### src/rtl/corr_pkg.sv
// Shared constants and width helpers for the streaming correlation block.
// Imported by the accumulator FSM and its finalize datapath.
package corr_pkg;

  localparam logic [2:0] S_IDLE   = 3'd0;
  localparam logic [2:0] S_ACCUM  = 3'd1;
  localparam logic [2:0] S_FIN_XY = 3'd2;
  localparam logic [2:0] S_FIN_XX = 3'd3;
  localparam logic [2:0] S_FIN_YY = 3'd4;
  localparam logic [2:0] S_DONE   = 3'd5;

  localparam logic [1:0] OP_NONE = 2'd0;
  localparam logic [1:0] OP_XY   = 2'd1;
  localparam logic [1:0] OP_XX   = 2'd2;
  localparam logic [1:0] OP_YY   = 2'd3;

  localparam int CORR_SCALE = 1000;

  function automatic int sum_w(input int aw, input int pw);
    return pw + aw;
  endfunction

  function automatic int acc_w(input int aw, input int pw);
    return 2 * pw + aw;
  endfunction

  function automatic int res_w(input int aw, input int pw);
    return 2 * sum_w(aw, pw) + 1;
  endfunction

endpackage

### src/rtl/corr_finalize.sv
// Shared-multiplier finalize datapath: one n*S - A*B product per op,
// holding numerator/denominators and the constant-image flag.
module corr_finalize
  import corr_pkg::*;
#(
  parameter int ADDR_WIDTH = 14,
  parameter int PIX_WIDTH  = 8,
  localparam int SUM_W = sum_w(ADDR_WIDTH, PIX_WIDTH),
  localparam int ACC_W = acc_w(ADDR_WIDTH, PIX_WIDTH),
  localparam int RES_W = res_w(ADDR_WIDTH, PIX_WIDTH)
) (
  input  logic                    clk,
  input  logic                    rst_n,
  input  logic [1:0]              op_i,
  input  logic [SUM_W-1:0]        sx_i,
  input  logic [SUM_W-1:0]        sy_i,
  input  logic [ACC_W-1:0]        sxy_i,
  input  logic [ACC_W-1:0]        sxx_i,
  input  logic [ACC_W-1:0]        syy_i,
  output logic signed [RES_W-1:0] numerator_o,
  output logic signed [RES_W-1:0] denom_x_o,
  output logic signed [RES_W-1:0] denom_y_o,
  output logic                    invalid_o
);

  logic [SUM_W-1:0]        mul_a;
  logic [SUM_W-1:0]        mul_b;
  logic [ACC_W-1:0]        acc_sel;
  logic [2*SUM_W-1:0]      prod;
  logic signed [RES_W-1:0] shifted;
  logic signed [RES_W-1:0] prod_x;
  logic signed [RES_W-1:0] diff;

  logic signed [RES_W-1:0] num_q;
  logic signed [RES_W-1:0] dx_q;
  logic signed [RES_W-1:0] dy_q;
  logic                    inv_q;

  always_comb begin
    mul_a   = sx_i;
    mul_b   = sy_i;
    acc_sel = sxy_i;
    unique case (1'b1)
      (op_i == OP_XX): begin
        mul_a   = sx_i;
        mul_b   = sx_i;
        acc_sel = sxx_i;
      end
      (op_i == OP_YY): begin
        mul_a   = sy_i;
        mul_b   = sy_i;
        acc_sel = syy_i;
      end
      default: begin
        mul_a   = sx_i;
        mul_b   = sy_i;
        acc_sel = sxy_i;
      end
    endcase
  end

  assign prod = {{SUM_W{1'b0}}, mul_a}
              * {{SUM_W{1'b0}}, mul_b};

  // n is a power of two, so n*S is a left shift
  assign shifted = $signed({1'b0, acc_sel,
                            {ADDR_WIDTH{1'b0}}});
  assign prod_x  = $signed({1'b0, prod});
  assign diff    = shifted - prod_x;

  always_ff @(posedge clk or negedge rst_n) begin
    if (!rst_n) begin
      num_q <= '0;
      dx_q  <= '0;
      dy_q  <= '0;
      inv_q <= 1'b0;
    end else begin
      if (op_i == OP_XY) num_q <= diff;
      if (op_i == OP_XX) dx_q <= diff;
      if (op_i == OP_YY) begin
        dy_q  <= diff;
        inv_q <= (dx_q == '0) || (diff == '0);
      end
    end
  end

  assign numerator_o = num_q;
  assign denom_x_o   = dx_q;
  assign denom_y_o   = dy_q;
  assign invalid_o   = inv_q;

endmodule

### src/rtl/corr_stream_accum.sv
// Streaming Pearson-correlation front end: accumulates five sums
// over one image, then sequences the finalize datapath.
module corr_stream_accum
  import corr_pkg::*;
#(
  parameter int ADDR_WIDTH = 14,
  parameter int PIX_WIDTH  = 8,
  localparam int SUM_W = sum_w(ADDR_WIDTH, PIX_WIDTH),
  localparam int ACC_W = acc_w(ADDR_WIDTH, PIX_WIDTH),
  localparam int RES_W = res_w(ADDR_WIDTH, PIX_WIDTH)
) (
  input  logic                    clk,
  input  logic                    rst_n,
  input  logic                    start,
  input  logic                    in_valid,
  output logic                    in_ready,
  input  logic [PIX_WIDTH-1:0]    x_pix,
  input  logic [PIX_WIDTH-1:0]    y_pix,
  output logic                    busy,
  output logic [ADDR_WIDTH:0]     count,
  output logic                    done,
  output logic signed [RES_W-1:0] numerator,
  output logic signed [RES_W-1:0] denom_x,
  output logic signed [RES_W-1:0] denom_y,
  output logic                    invalid
);

  localparam logic [ADDR_WIDTH:0] LAST =
    (ADDR_WIDTH+1)'((1 << ADDR_WIDTH) - 1);

  logic [2:0]             state_q, state_d;
  logic [ADDR_WIDTH:0]    count_q, count_d;
  logic [SUM_W-1:0]       sx_q, sx_d;
  logic [SUM_W-1:0]       sy_q, sy_d;
  logic [ACC_W-1:0]       sxy_q, sxy_d;
  logic [ACC_W-1:0]       sxx_q, sxx_d;
  logic [ACC_W-1:0]       syy_q, syy_d;
  logic                   done_q;
  logic [1:0]             op;
  logic                   accept;
  logic [2*PIX_WIDTH-1:0] pxy, pxx, pyy;

  assign in_ready = (state_q == S_ACCUM);
  assign busy     = (state_q == S_ACCUM)
                 || (state_q == S_FIN_XY)
                 || (state_q == S_FIN_XX)
                 || (state_q == S_FIN_YY);
  // start wins over a coincident beat
  assign accept   = in_valid & in_ready & ~start;

  assign pxy = {{PIX_WIDTH{1'b0}}, x_pix}
             * {{PIX_WIDTH{1'b0}}, y_pix};
  assign pxx = {{PIX_WIDTH{1'b0}}, x_pix}
             * {{PIX_WIDTH{1'b0}}, x_pix};
  assign pyy = {{PIX_WIDTH{1'b0}}, y_pix}
             * {{PIX_WIDTH{1'b0}}, y_pix};

  always_comb begin
    state_d = state_q;
    op      = OP_NONE;
    if (start) begin
      state_d = S_ACCUM;
    end else begin
      unique case (1'b1)
        (state_q == S_ACCUM): begin
          if (accept && count_q == LAST)
            state_d = S_FIN_XY;
        end
        (state_q == S_FIN_XY): begin
          op      = OP_XY;
          state_d = S_FIN_XX;
        end
        (state_q == S_FIN_XX): begin
          op      = OP_XX;
          state_d = S_FIN_YY;
        end
        (state_q == S_FIN_YY): begin
          op      = OP_YY;
          state_d = S_DONE;
        end
        (state_q == S_DONE): begin
          state_d = S_IDLE;
        end
        default: begin
          state_d = state_q;
        end
      endcase
    end
  end

  always_comb begin
    count_d = count_q;
    sx_d    = sx_q;
    sy_d    = sy_q;
    sxy_d   = sxy_q;
    sxx_d   = sxx_q;
    syy_d   = syy_q;
    if (start) begin
      count_d = '0;
      sx_d    = '0;
      sy_d    = '0;
      sxy_d   = '0;
      sxx_d   = '0;
      syy_d   = '0;
    end else if (accept) begin
      count_d = count_q + 1'b1;
      sx_d    = sx_q + {{ADDR_WIDTH{1'b0}}, x_pix};
      sy_d    = sy_q + {{ADDR_WIDTH{1'b0}}, y_pix};
      sxy_d   = sxy_q + {{ADDR_WIDTH{1'b0}}, pxy};
      sxx_d   = sxx_q + {{ADDR_WIDTH{1'b0}}, pxx};
      syy_d   = syy_q + {{ADDR_WIDTH{1'b0}}, pyy};
    end
  end

  always_ff @(posedge clk or negedge rst_n) begin
    if (!rst_n) begin
      state_q <= S_IDLE;
      count_q <= '0;
      sx_q    <= '0;
      sy_q    <= '0;
      sxy_q   <= '0;
      sxx_q   <= '0;
      syy_q   <= '0;
      done_q  <= 1'b0;
    end else begin
      state_q <= state_d;
      count_q <= count_d;
      sx_q    <= sx_d;
      sy_q    <= sy_d;
      sxy_q   <= sxy_d;
      sxx_q   <= sxx_d;
      syy_q   <= syy_d;
      done_q  <= (state_q == S_DONE) & ~start;
    end
  end

  assign count = count_q;
  assign done  = done_q;

  corr_finalize #(
    .ADDR_WIDTH (ADDR_WIDTH),
    .PIX_WIDTH  (PIX_WIDTH)
  ) u_fin (
    .clk         (clk),
    .rst_n       (rst_n),
    .op_i        (op),
    .sx_i        (sx_q),
    .sy_i        (sy_q),
    .sxy_i       (sxy_q),
    .sxx_i       (sxx_q),
    .syy_i       (syy_q),
    .numerator_o (numerator),
    .denom_x_o   (denom_x),
    .denom_y_o   (denom_y),
    .invalid_o   (invalid)
  );

endmodule
### config.mk
export PLATFORM = sky130hd
export DESIGN_NAME = corr_stream_accum
export DESIGN_NICKNAME = d
export VERILOG_FILES = /design/src/rtl/corr_pkg.sv /design/src/rtl/corr_finalize.sv /design/src/rtl/corr_stream_accum.sv
export SDC_FILE = /design/constraint.sdc
export NUM_CORES = 2
export LEC_CHECK = 0
export ABC_CLOCK_PERIOD_IN_PS = 8400
export CAP_MARGIN = 30
export CELL_PAD_IN_SITES_DETAIL_PLACEMENT = 2
export CELL_PAD_IN_SITES_GLOBAL_PLACEMENT = 2
export CORE_MARGIN = 2
export CORE_UTILIZATION = 36
export DETAILED_ROUTE_END_ITERATION = 16
export HOLD_SLACK_MARGIN = 0.03
export PLACE_DENSITY = 0.85
export RECOVER_POWER = 25
export SLEW_MARGIN = 20
export SYNTH_ARGS = -nofsm -noshare
export SYNTH_HDL_FRONTEND = slang
export SYNTH_SLANG_ARGS = --single-unit
### constraint.sdc
create_clock -name clk -period 8.4 [get_ports clk]
set_input_delay 1.68 -clock clk [delete_from_list [all_inputs] [get_ports clk]]
set_output_delay 1.68 -clock clk [all_outputs]
set_load 0.05 [all_outputs]
==> impl_results.md, run 1 <==
* Status: did not finish
* Last stage: 5_1_grt
* Error msg: [ERROR GRT-0116] Global routing finished with congestion. Check the congestion regions in the DRC Viewer.
* All-Layer GR Usage at 0.624
* Die height at between 300 and 400 um
* Share of synthesized area occupied by flip-flops and latches at 0.196
* Root buffer cell: clkbuf_16
* Cells after synthesis at ~4200
* Vias in the first global route at 51600
* Post-synth top area share at 0.307
* Warnings, synthesis at 0
* Ranking of synthesized cells by area: fa_1, dfrtp_1, ha_1
* Number of port buffers at 173
* Largest area contributor in the netlist: fa_1
* Post-synthesis async set-or-reset flop share at 1.00
* EDFF count, synth at 0
* First-pass GRT wire length at ~450 mm
* HPWL after detailed placement at between 150 and 200 mm
* Main synth FF type: dfrtp_1
* Netlist cell types at 85
* Max H-tree Level at 2
* Hold_buf cts at 0
* Initial core utilization at 0.363
* Routability cong. at between 0.9 and 1
* Synth cell count leaders: nand2_1, inv_1, fa_1
* Buffer depth of the longest clock path at 3
* #FFs+latches synth at 289
* Most frequent cell after synthesis: nand2_1
* Num CTS Buffers at 36
* Mapped Nets at 5113
* CTS sink count at between 200 and 300
* IO Pins at between 150 and 200
* Syn_area_per_cell at around 8.7 um2
* Area after DPL at between 40000 and 50000 um2
* Row cnt at between 100 and 150
* Global route overflow at 18
* Placed insts at approximately 6100
* DIE WIDTH at 324 um
* Post-synthesis cell area at ~37000 um2
* Largest net degree at the start of global routing at between 100 and 150
## repair_timing
action / 4_1_cts
pin swaps: 144
gates cloned: 3
gates resized for setup: 445
buffers inserted: 75
setup endpoints to repair: 93
## routing by layer
| layer | GRT usage | GRT overflow |
|---|---|---|
| met1 | 0.611 | 0 |
| met2 | 0.816 | 6 |
| met3 | 0.446 | 1 |
| met4 | 0.621 | 11 |
| met5 | 0.229 | 0 |
## cell families after synthesis
kind of cell    share of synthesized area
simple gates                        0.167
buf+inv                            0.0928
fa+ha+maj                           0.407
compound gates                     0.0850
flops                               0.196
xor+xnor                           0.0390
mux                                0.0135
## through the flow
step | worst slack (ns) | util
2_1_floorplan | -0.458 | -
3_3_place_gp | -1.31 | 0.433
3_5_place_dp | -1.81 | 0.433
4_1_cts | -0.864 | 0.468
==> inputs of run 2 (changes only) <==
--- a/config.mk
+++ b/config.mk
@@ -5,15 +5,12 @@
 export SDC_FILE = /design/constraint.sdc
 export NUM_CORES = 2
 export LEC_CHECK = 0
-export ABC_CLOCK_PERIOD_IN_PS = 8400
+export ABC_CLOCK_PERIOD_IN_PS = 10900
 export CAP_MARGIN = 30
-export CELL_PAD_IN_SITES_DETAIL_PLACEMENT = 2
-export CELL_PAD_IN_SITES_GLOBAL_PLACEMENT = 2
 export CORE_MARGIN = 2
-export CORE_UTILIZATION = 36
+export CORE_UTILIZATION = 40
 export DETAILED_ROUTE_END_ITERATION = 16
-export HOLD_SLACK_MARGIN = 0.03
-export PLACE_DENSITY = 0.85
+export PLACE_DENSITY_LB_ADDON = 0.15
 export RECOVER_POWER = 25
 export SLEW_MARGIN = 20
 export SYNTH_ARGS = -nofsm -noshare
==> constraint.sdc (replaced) <==
create_clock -name clk -period 10.9 [get_ports clk]
set_input_delay 2.18 -clock clk [delete_from_list [all_inputs] [get_ports clk]]
set_output_delay 2.18 -clock clk [all_outputs]
set_load 0.05 [all_outputs]
==> impl_results.md, run 2 <==
* Status: finished, violations left (was did not finish)
* Failing checks: capacitance limit, slew limit
* Max H-tree Level at 2 (unchanged)
* Max_cap viols at 4
* Most frequent cell after synthesis: nand2_1 (unchanged)
* #FFs+latches synth at 289 (unchanged)
* Arr. time, crit path at 10.87 ns
* Number of port buffers at 173 (unchanged)
* Routed vias/inst at 5.20
* Final setup viols at 0
* CTS sink count at 289 (unchanged)
* Largest area contributor in the netlist: fa_1 (unchanged)
* Crit. End Element: flip-flop
* Setup Buffers After CTS at 0 (was 75)
* Most frequent CP cell: fa_1
* Clk_skew at 0.0308 ns
* Worst-Margin Slew at 4.22 ns
* Comb pwr share at 0.614
* R2r worst-path depth at 30
* Clk slew on worst S/H paths at ~0.060 ns
* Largest family of logic cells by synthesized area: adder cells (unchanged)
* Buffer depth of the longest clock path at 3 (unchanged)
* Crit-path max cell delay at between 0.6 and 0.7 ns
* Xor/xnor share of the synthesized area at 0.0390 (unchanged)
* Clock power frac at 0.194
* DP Worst Slack at -0.0184 ns (was -1.81 ns)
* HP Start: u_fin.denom_y_o[23]
* Critical Path Fanout Max at 11
* Hold Path End: u_fin.denom_y_o[23]
* Routed vias at just under 30000
* Worst reg2reg setup slack at roughly 1.3 ns
* Num CTS Buffers at 35 (was 36)
* Share of cells above drive strength 1 at 0.0557
* Clock tree from TritonCTS: yes
* CP Buf/Inv Count at 7
* Post-synth top area share at 0.307 (unchanged)
* Critical path depth at 30
* Row cnt at 111 (was 117)
* Worst vdd ir at about 0.13 mV
* Switch Pwr at a little under 0.003 W
* Crit share post-route at 0.955
* Max Slew Vio Count at 296
* Final wirelength at roughly 120 mm
* Synth cell count leaders: nand2_1, inv_1, fa_1 (unchanged)
* Global route overflow at 0
* All-Layer GR Usage at 0.257
* Worst hold path class: flip-flop to flip-flop
* Relative slew slack at -1.81
* Max Freq at approximately 96 MHz
* Share of synthesized area occupied by flip-flops and latches at 0.196 (unchanged)
* Hold slack at between 0.4 and 0.5 ns
* Adder-Cell Fraction of Synth Area at 0.407 (unchanged)
* Most common cell after layout, fill and taps aside: nand2_1
* Warnings, synthesis at 0 (unchanged)
* Residual DRC at 0
* Unrepaired setup endpoints after global routing: no
* Routability cong. at 0.967 (was 0.913)
* Routed len/inst at approximately 21 um
* IO Pins at 174 (unchanged)
* Most frequent cells in the layout: nand2_1, inv_1, fa_1
* Int Pwr at around 0.0034 W
* Post_cts resized at 0 (was 445)
* Mapped Nets at 5113 (unchanged)
* Post-layout nets at roughly 5300
* Setup ws final at between 0.4 and 0.5 ns
* EDFF count, synth at 0 (unchanged)
* Critical path's top delay family: adder cells
* Core ar. at a little over 90000 um2
* Main synth FF type: dfrtp_1 (unchanged)
* Compound-Gate Fraction of Synth Area at 0.0850 (unchanged)
* DIE WIDTH at 308 um (was 324 um)
* Post-route antenna net violation count at 0
* Inserted Diodes at 0
* P per Cell Area at around 150 nW/um2
* Layout Area Growth over Synthesis at 13.2%
* Reg2reg start: state_q[1]
* Cells after synthesis at 4232 (unchanged)
* CP max stage cell: nor2b_2
* Syn_area_per_cell at 8.72 um2 (unchanged)
* Hold path depth at 2
* Ranking of synthesized cells by area: fa_1, dfrtp_1, ha_1 (unchanged)
* Vias in the first global route at around 30000
* Post-synthesis cell area at 36900 um2 (unchanged)
* Number of antenna violations at the first check in global routing at 1
* Root buffer cell: clkbuf_16 (unchanged)
* Final Critical Period at between 10 and 15 ns
* Die height at 308 um (was 324 um)
* Flop pwr share at 0.192
* Worst-Skew Late Latency at between 0.5 and 0.6 ns
* Hold_buf cts at 0 (unchanged)
* Post-synthesis async set-or-reset flop share at 1.00 (unchanged)
* Pre-antenna DRT Iters at 5
* Reg-to-Reg End: u_fin.invalid_o
* Post-Synth Simple-Gate Area at 0.167 (unchanged)
* Largest net degree at the start of global routing at 142
* Critical Path RT at roughly 11 ns
* HPWL after detailed placement at 95.8 mm (was 151 mm)
* Startpoint Class: input port
* Die area at 94700 um2
* DRT iter0 DRCs at around 2200
* Netlist cell types at 85 (unchanged)
* LEAKAGE at around 20 nW
* Initial core utilization at 0.403 (was 0.363)
* Kind of critical path: input port to flip-flop
* Mux contribution to synthesized area at 0.0135 (unchanged)
* Sw frac at 0.460
* Final hold viol count at 0
* First-pass GRT wire length at between 150 and 200 mm
==> run 2: cell counts after synthesis <==
No cell type changed its count.
==> run 2: worst max-delay path by stage <==
stage / start / to / slack, ns
after floorplan: start / u_fin.invalid_o / 0.78
after global placement: start / u_fin.invalid_o / -0.1
after detailed placement: start / u_fin.invalid_o / -0.02
after CTS: start / u_fin.invalid_o / 0.54
after global routing: start / u_fin.invalid_o / 0.15
final: start / u_fin.invalid_o / 0.49
==> run 2: power by group through the flow <==
| stage | Clock (W) | Combinational (W) | Sequential [W] |
|---|---|---|---|
| after floorplan | 0 | 0.00264 | 0.00120 |
| after global placement | 0 | 0.00387 | 0.00123 |
| after detailed placement | 0 | 0.00389 | 0.00123 |
| after CTS | 0.00125 | 0.00391 | 0.00121 |
| after global routing | 0.00129 | 0.00436 | 0.00122 |
| final | 0.00123 | 0.00389 | 0.00121 |
==> run 2: routing by layer <==
layer	GRT usage	vias up	routed length, um
li1	-	13500	-
met1	0.361	14700	53700
met2	0.414	892	55000
met3	0.0324	141	6530
met4	0.0796	2	3950
met5	0	-	7
==> run 2: area by class of cell <==
cell class                      count  area [um2]
Clock inverter                     18         223
Sequential cell                   289        7230
Fill cell                        9015       49800
Inverter                          725        2720
Tap cell                         1186        1480
Clock buffer                       44         961
Multi-Input combinational cell   3036       26300
Timing Repair Buffer              321        2840
==> run 2: metrics by stage <==
stage	setup TNS, ns	std cells	total power, W	area, um2	util
2_1_floorplan	0	4232	0.00384	36900	-
3_3_place_gp	-0.0995	5555	0.00510	40600	0.443
3_5_place_dp	-0.0184	5557	0.00512	40600	0.444
4_1_cts	0	5619	0.00637	41800	0.457
5_1_grt	0	5619	0.00687	41700	0.456
6_report	0	5619	0.00633	41700	0.456
==> run 2: cell families after synthesis <==
group | after synthesis
AOI/OAI and AO/OA | 526
xor gates and xnor gates | 162
adders and majority gates | 861
buffers and inverters | 907
DFF | 289
muxes | 49
and+or+nand+nor | 1438
==> run 2: tightest hold or removal path: stages, from the launching register on <==
cell	delay [ns]
dfrtp_1	0.34
nand2_1	0.04
o21ai_0	0.06
(Power assumes the default switching activity.)
